===== src/rtl/demux_deserializer_1to8_pkg.sv =====
// -----------------------------------------------------------------------------
// demux_pkg
// Shared constants and helpers for the 1:8 serial-to-parallel deserializer.
//   DEFAULT_WIDTH : default output word width
//   idx_width()   : width of the bit-index counter for a given word width
//   bit_pos()     : maps arrival order k to the bit position inside the word
// Optional macro DESER_MSB_FIRST_EN selects MSB-first placement (bit k lands
// at position WIDTH-1-k); without it bits are placed LSB-first.
// -----------------------------------------------------------------------------
package demux_pkg;

    localparam int DEFAULT_WIDTH = 8;

    function automatic int idx_width(input int width);
        return (width > 1) ? $clog2(width) : 1;
    endfunction

    function automatic int bit_pos(input int k, input int width);
`ifdef DESER_MSB_FIRST_EN
        return width - 1 - k;
`else
        return k + 0 * width;
`endif
    endfunction

endpackage


===== src/rtl/demux_deserializer_1to8_index_ctr.sv =====
// -----------------------------------------------------------------------------
// deser_index_ctr
// Arrival-order bit index for the deserializer.
//   clk, rst : clock, asynchronous active-high reset
//   clear    : synchronous clear to 0 (flush)
//   realign  : start-of-word beat accepted; next position is 1
//   inc      : ordinary beat accepted; advance, wrapping to 0 after the last bit
//   idx      : index of the next bit to be written
//   last     : idx points at the final bit of the word
// Priority: rst > clear > realign > inc.
// -----------------------------------------------------------------------------
module deser_index_ctr
    import demux_pkg::*;
#(
    parameter  int WIDTH = DEFAULT_WIDTH,
    localparam int IDX_W = idx_width(WIDTH)
) (
    input  logic             clk,
    input  logic             rst,
    input  logic             clear,
    input  logic             realign,
    input  logic             inc,
    output logic [IDX_W-1:0] idx,
    output logic             last
);

    localparam logic [IDX_W-1:0] LAST_IDX = IDX_W'(WIDTH - 1);

    assign last = (idx == LAST_IDX);

    always_ff @(posedge clk or posedge rst) begin
        if (rst) begin
            idx <= '0;
        end else if (clear) begin
            idx <= '0;
        end else if (realign) begin
            idx <= IDX_W'(1);
        end else if (inc) begin
            // Wrap happens only on word completion.
            idx <= last ? '0 : idx + IDX_W'(1);
        end
    end

endmodule


===== src/rtl/demux_deserializer_1to8.sv =====
// -----------------------------------------------------------------------------
// demux_deserializer_1to8
// Serial-to-parallel 1:WIDTH demultiplexer with a single registered output slot.
//   clk, rst    : clock, asynchronous active-high reset
//   flush       : synchronous clear of the partial word and the output slot
//   in_bit      : serial data bit
//   in_first    : in_bit is bit 0 of a new word (realigns the frame)
//   in_valid    : input beat valid
//   in_ready    : input beat accepted when in_valid && in_ready
//   out_data    : completed word
//   out_valid   : out_data holds an undrained word
//   out_ready   : downstream takes the word when out_valid && out_ready
//   idx         : arrival index of the next bit
//   err_realign : one-cycle pulse after in_first is accepted mid-word
// Optional macro DESER_MSB_FIRST_EN: MSB-first bit placement.
// -----------------------------------------------------------------------------
module demux_deserializer_1to8
    import demux_pkg::*;
#(
    parameter  int WIDTH = DEFAULT_WIDTH,
    localparam int IDX_W = idx_width(WIDTH)
) (
    input  logic             clk,
    input  logic             rst,
    input  logic             flush,
    input  logic             in_bit,
    input  logic             in_first,
    input  logic             in_valid,
    output logic             in_ready,
    output logic [WIDTH-1:0] out_data,
    output logic             out_valid,
    input  logic             out_ready,
    output logic [IDX_W-1:0] idx,
    output logic             err_realign
);

    localparam logic [IDX_W-1:0] POS0 = IDX_W'(bit_pos(0, WIDTH));

    logic [WIDTH-1:0] acc;
    logic [WIDTH-1:0] acc_ins;
    logic [WIDTH-1:0] acc_first;
    logic [IDX_W-1:0] pos_cur;
    logic             last;
    logic             accept;
    logic             complete;

    // Only the final bit of a word can stall, and only while the previous word
    // is still held; a start-of-word beat is never stalled.
    assign in_ready = !flush && (in_first || !(last && out_valid && !out_ready));
    assign accept   = in_valid && in_ready;
    assign complete = accept && !in_first && last;
    assign pos_cur  = IDX_W'(bit_pos(int'(idx), WIDTH));

    deser_index_ctr #(
        .WIDTH (WIDTH)
    ) u_idx (
        .clk     (clk),
        .rst     (rst),
        .clear   (flush),
        .realign (accept && in_first),
        .inc     (accept && !in_first),
        .idx     (idx),
        .last    (last)
    );

    // Accumulator with the current bit inserted at its mapped position.
    always_comb begin
        acc_ins          = acc;
        acc_ins[pos_cur] = in_bit;
    end

    // Fresh word started by in_first: everything but position 0 discarded.
    always_comb begin
        acc_first       = '0;
        acc_first[POS0] = in_bit;
    end

    always_ff @(posedge clk or posedge rst) begin
        if (rst) begin
            acc         <= '0;
            out_data    <= '0;
            out_valid   <= 1'b0;
            err_realign <= 1'b0;
        end else if (flush) begin
            acc         <= '0;
            out_valid   <= 1'b0;
            err_realign <= 1'b0;
        end else begin
            err_realign <= accept && in_first && (idx != '0);

            if (accept && in_first) begin
                acc <= acc_first;
            end else if (complete) begin
                acc      <= '0;
                out_data <= acc_ins;
            end else if (accept) begin
                acc <= acc_ins;
            end

            // A completion in the drain cycle reloads the slot with no bubble.
            if (complete) begin
                out_valid <= 1'b1;
            end else if (out_valid && out_ready) begin
                out_valid <= 1'b0;
            end
        end
    end

endmodule

===== config.mk =====
export PLATFORM = sky130hd
export DESIGN_NAME = demux_deserializer_1to8
export DESIGN_NICKNAME = d
export VERILOG_FILES = /design/src/rtl/demux_deserializer_1to8_pkg.sv /design/src/rtl/demux_deserializer_1to8_index_ctr.sv /design/src/rtl/demux_deserializer_1to8.sv
export SDC_FILE = /design/constraint.sdc
export NUM_CORES = 1
export LEC_CHECK = 0
export ABC_AREA = 1
export CAP_MARGIN = 20
export CORE_MARGIN = 2
export CORE_UTILIZATION = 40
export DETAILED_ROUTE_END_ITERATION = 6
export MAX_ROUTING_LAYER = met4
export PLACE_DENSITY = 0.73
export SYNTH_ARGS = -nofsm -noshare
export SYNTH_HDL_FRONTEND = slang
export SYNTH_SLANG_ARGS = --single-unit

===== constraint.sdc =====
create_clock -name clk -period 2 [get_ports clk]
set_input_delay 0.4 -clock clk [delete_from_list [all_inputs] [get_ports clk]]
set_output_delay 0.4 -clock clk [all_outputs]
set_load 0.02 [all_outputs]

==> results.sh <==
export IMPL_status="completed"
export IMPL_ctsHoldBuffers=0
export IMPL_wl_per_cell_um=12.2
export IMPL_antenna_found_initial=0
export IMPL_intPower_uw=560
export IMPL_grt_pass1_vias=968
export IMPL_critPathKind="reg2out"
export IMPL_cp_cell_sequence="ha_1 -> ha_2 -> inv_2 -> nor2_4 -> nand2_2 -> nand2_1 -> inv_1 -> buf_6"
export IMPL_power_leakage_uw=0.000713
export IMPL_fmax_mhz=526
export IMPL_hold_viol=0
export IMPL_pwr_share_seq=0.565
export IMPL_fillers=250
export IMPL_p_clk_frac=0.278
export IMPL_setup_viol=0
export IMPL_core_area_mm2=0.00269
export IMPL_dp_slack_ns=-0.128
export IMPL_numCtsBuffers=3
export IMPL_root_buffer="clkbuf_4"
export IMPL_cts_reportedPaths_clkPinSlew_ns=0.13
export IMPL_io_buffers=20
export IMPL_max_slew_worst_pin_slew_ns=0.261
export IMPL_combPwrFrac=0.158
export IMPL_syn_inst=140
export IMPL_firstDrtPassIters=4
export IMPL_critPathRequiredTime_ns=1.60
export IMPL_cts_sinks=21
export IMPL_fp_dieH_um=56.6
export IMPL_final_util=0.532
export IMPL_die_w_um=56.6
export IMPL_antenna_diode_count=0
export IMPL_final_setup_tns_ns=0
export IMPL_power_uw=779
export IMPL_rr_endpoint="out_data[7]"
export IMPL_num_rows=19
export IMPL_first_iter_violations=18
export IMPL_cts_tree="built"
export IMPL_worst_setup_path_start_kind="flip-flop"
export IMPL_max_stage_delay_ns=0.41
export IMPL_syn_nets=150
export IMPL_gp_congestion=0.794
export IMPL_crit_end="in_ready"
export IMPL_path_max_fanout=2
export IMPL_reg2reg_from="u_idx.idx[0]"
export IMPL_ys_warn_count=0
export IMPL_critPathCaptureType="primary output"
export IMPL_grt_max_degree=22
export IMPL_slew_headroom=0.826
export IMPL_maxSlewViolCount=0
export IMPL_avgSynthCellArea_um2=7.90
export IMPL_irDropWorstVdd_v=0.000358
export IMPL_dpl_hpwl_um=1860
export IMPL_area_delta_synth_final_pct=29.2
export IMPL_r2r_cells=10
export IMPL_drc=0
export IMPL_regToRegSetupSlack_ns=0.34
export IMPL_via_per_inst=4.99
export IMPL_maxCapViolCount=0
export IMPL_slowest_stage="dfrtp_1"
export IMPL_grt_util_all_layers=0.171
export IMPL_clock_latency_ns=0.31
export IMPL_swShare=0.282
export IMPL_finalWirelength_um=2480
export IMPL_yosysSeqAreaShare=0.475
export IMPL_synth_distinct_cells=19
export IMPL_powerDensity_mw_per_mm2=545
export IMPL_fin_crit_sh=0.951
export IMPL_crit_arrival_ns=1.50
export IMPL_hp_class="in2async"
export IMPL_power_switching_uw=220
export IMPL_initial_core_util=0.412
export IMPL_layout_min_cycle_time_ns=1.90
export IMPL_ys_ff_latch=21
export IMPL_grt_pass1_wl_um=4180
export IMPL_drive_gt1_frac=0.163
export IMPL_vias=1013
export IMPL_dieArea_mm2=0.00320
export IMPL_nNetsFinal=183
export IMPL_critical_path_startpoint="u_idx.idx[0]"
export IMPL_overflow=0
export IMPL_ioPinCount=21
export IMPL_placed_cell_area_mm2=0.00140
export IMPL_ant_nets=0
export IMPL_final_cell_mix="nand2_1, dfrtp_1, clkdlybuf4s50_1, inv_1, buf_4"
export IMPL_layout_setup_ws_ns=0.0986
export IMPL_final_common_cell="nand2_1"
export IMPL_netlist_area_mm2=0.00111
export IMPL_finClkSkew_ns=0.00408
export IMPL_cts_htree_levels=1
export IMPL_clockBufferDepth=2
export IMPL_rsz0062_at_grt="false"
export IMPL_fin_area_mm2=0.00143
-- what timing repair did --
| action | in CTS | in global routing |
|---|---|---|
| resized for setup | 5 | 3 |
| setup buffers | 0 | 0 |
| endpoints found under the setup margin | 1 | 1 |
-- worst max-delay path, delay by kind of cell, from the launching register on --
kind,cells,cell delay [ns]
buffers and inverters,3,0.25
and+or+nand+nor,3,0.15
DFF,1,0.41
adders and majority gates,2,0.39
-- sequential cells by signal, summed over array words and instances (netlist names) --
name and cells:
out_valid 1, out_data 8, u_idx.idx 3, err_realign 1
acc 8
-- kinds of logic after synthesis --
family,after synthesis,share of synthesized area
buffers and inverters,19,0.0815
DFF,21,0.475
AOI/OAI and AO/OA,21,0.0984
adders and majority gates,3,0.0339
and+or+nand+nor,76,0.311
-- power groups by stage --
stage / sequential [µW] / combinational, µW / clock [µW]
after floorplan: 461 / 55.7 / 0
after global placement: 447 / 120 / 0
after detailed placement: 449 / 122 / 0
after CTS: 440 / 122 / 217
after global routing: 442 / 136 / 237
final: 440 / 123 / 216
-- worst min path at each step --
stage                 from     endpoint  slack, ns  cells after the start
global placement    acc[4]       acc[4]       0.46                      2
finish                 rst  out_data[2]       0.39                      3
floorplan              rst       acc[0]       0.38                      1
global route           rst  out_data[2]       0.40                      3
detailed placement  acc[3]       acc[3]       0.47                      2
CTS                    rst       acc[2]       0.40                      3
-- synthesized netlist by cell type (all sizes together) --
cell type   n  area, µm²
a21oi       9       45.0
buf         3       30.0
dfrtp      21        526
ha          3       37.5
inv        16       60.1
nand2      50        190
nand3      10       60.1
nand4       3       25.0
nor2       11       48.8
nor3        2       20.0
o21ai       9       45.0
o22ai       3       18.8
-- area by class of cell --
class                           count  area [µm²]  share of cell area
Inverter                           16        60.1              0.0420
Sequential cell                    21         526               0.368
Timing Repair Buffer               31         284               0.199
Clock inverter                      1        5.00             0.00350
Multi-Input combinational cell    100         493               0.345
Clock buffer                        3        22.5              0.0158
Tap cell                           31        38.8              0.0271
-- per-stage QoR --
| step | instances | hold WS, ns |
|---|---|---|
| 2_1_floorplan | 140 | 0.377 |
| 3_3_place_gp | 199 | 0.458 |
| 3_5_place_dp | 199 | 0.466 |
| 4_1_cts | 203 | 0.398 |
| 5_1_grt | 203 | 0.401 |
| 6_report | 203 | 0.388 |
-- layer usage --
layer / routed length (µm) / part of all wire / vias up / GRT usage
met2: 1210 / 0.49 / 29 / 0.281
met5: 0 / 0 / - / -
li1: - / - / 511 / -
met1: 1160 / 0.47 / 469 / 0.211
met3: 87 / 0.035 / 4 / 0.0276
met4: 18 / 0.0073 / 0 / 0.0646
No activity file was read; power rests on OpenSTA's default activity.
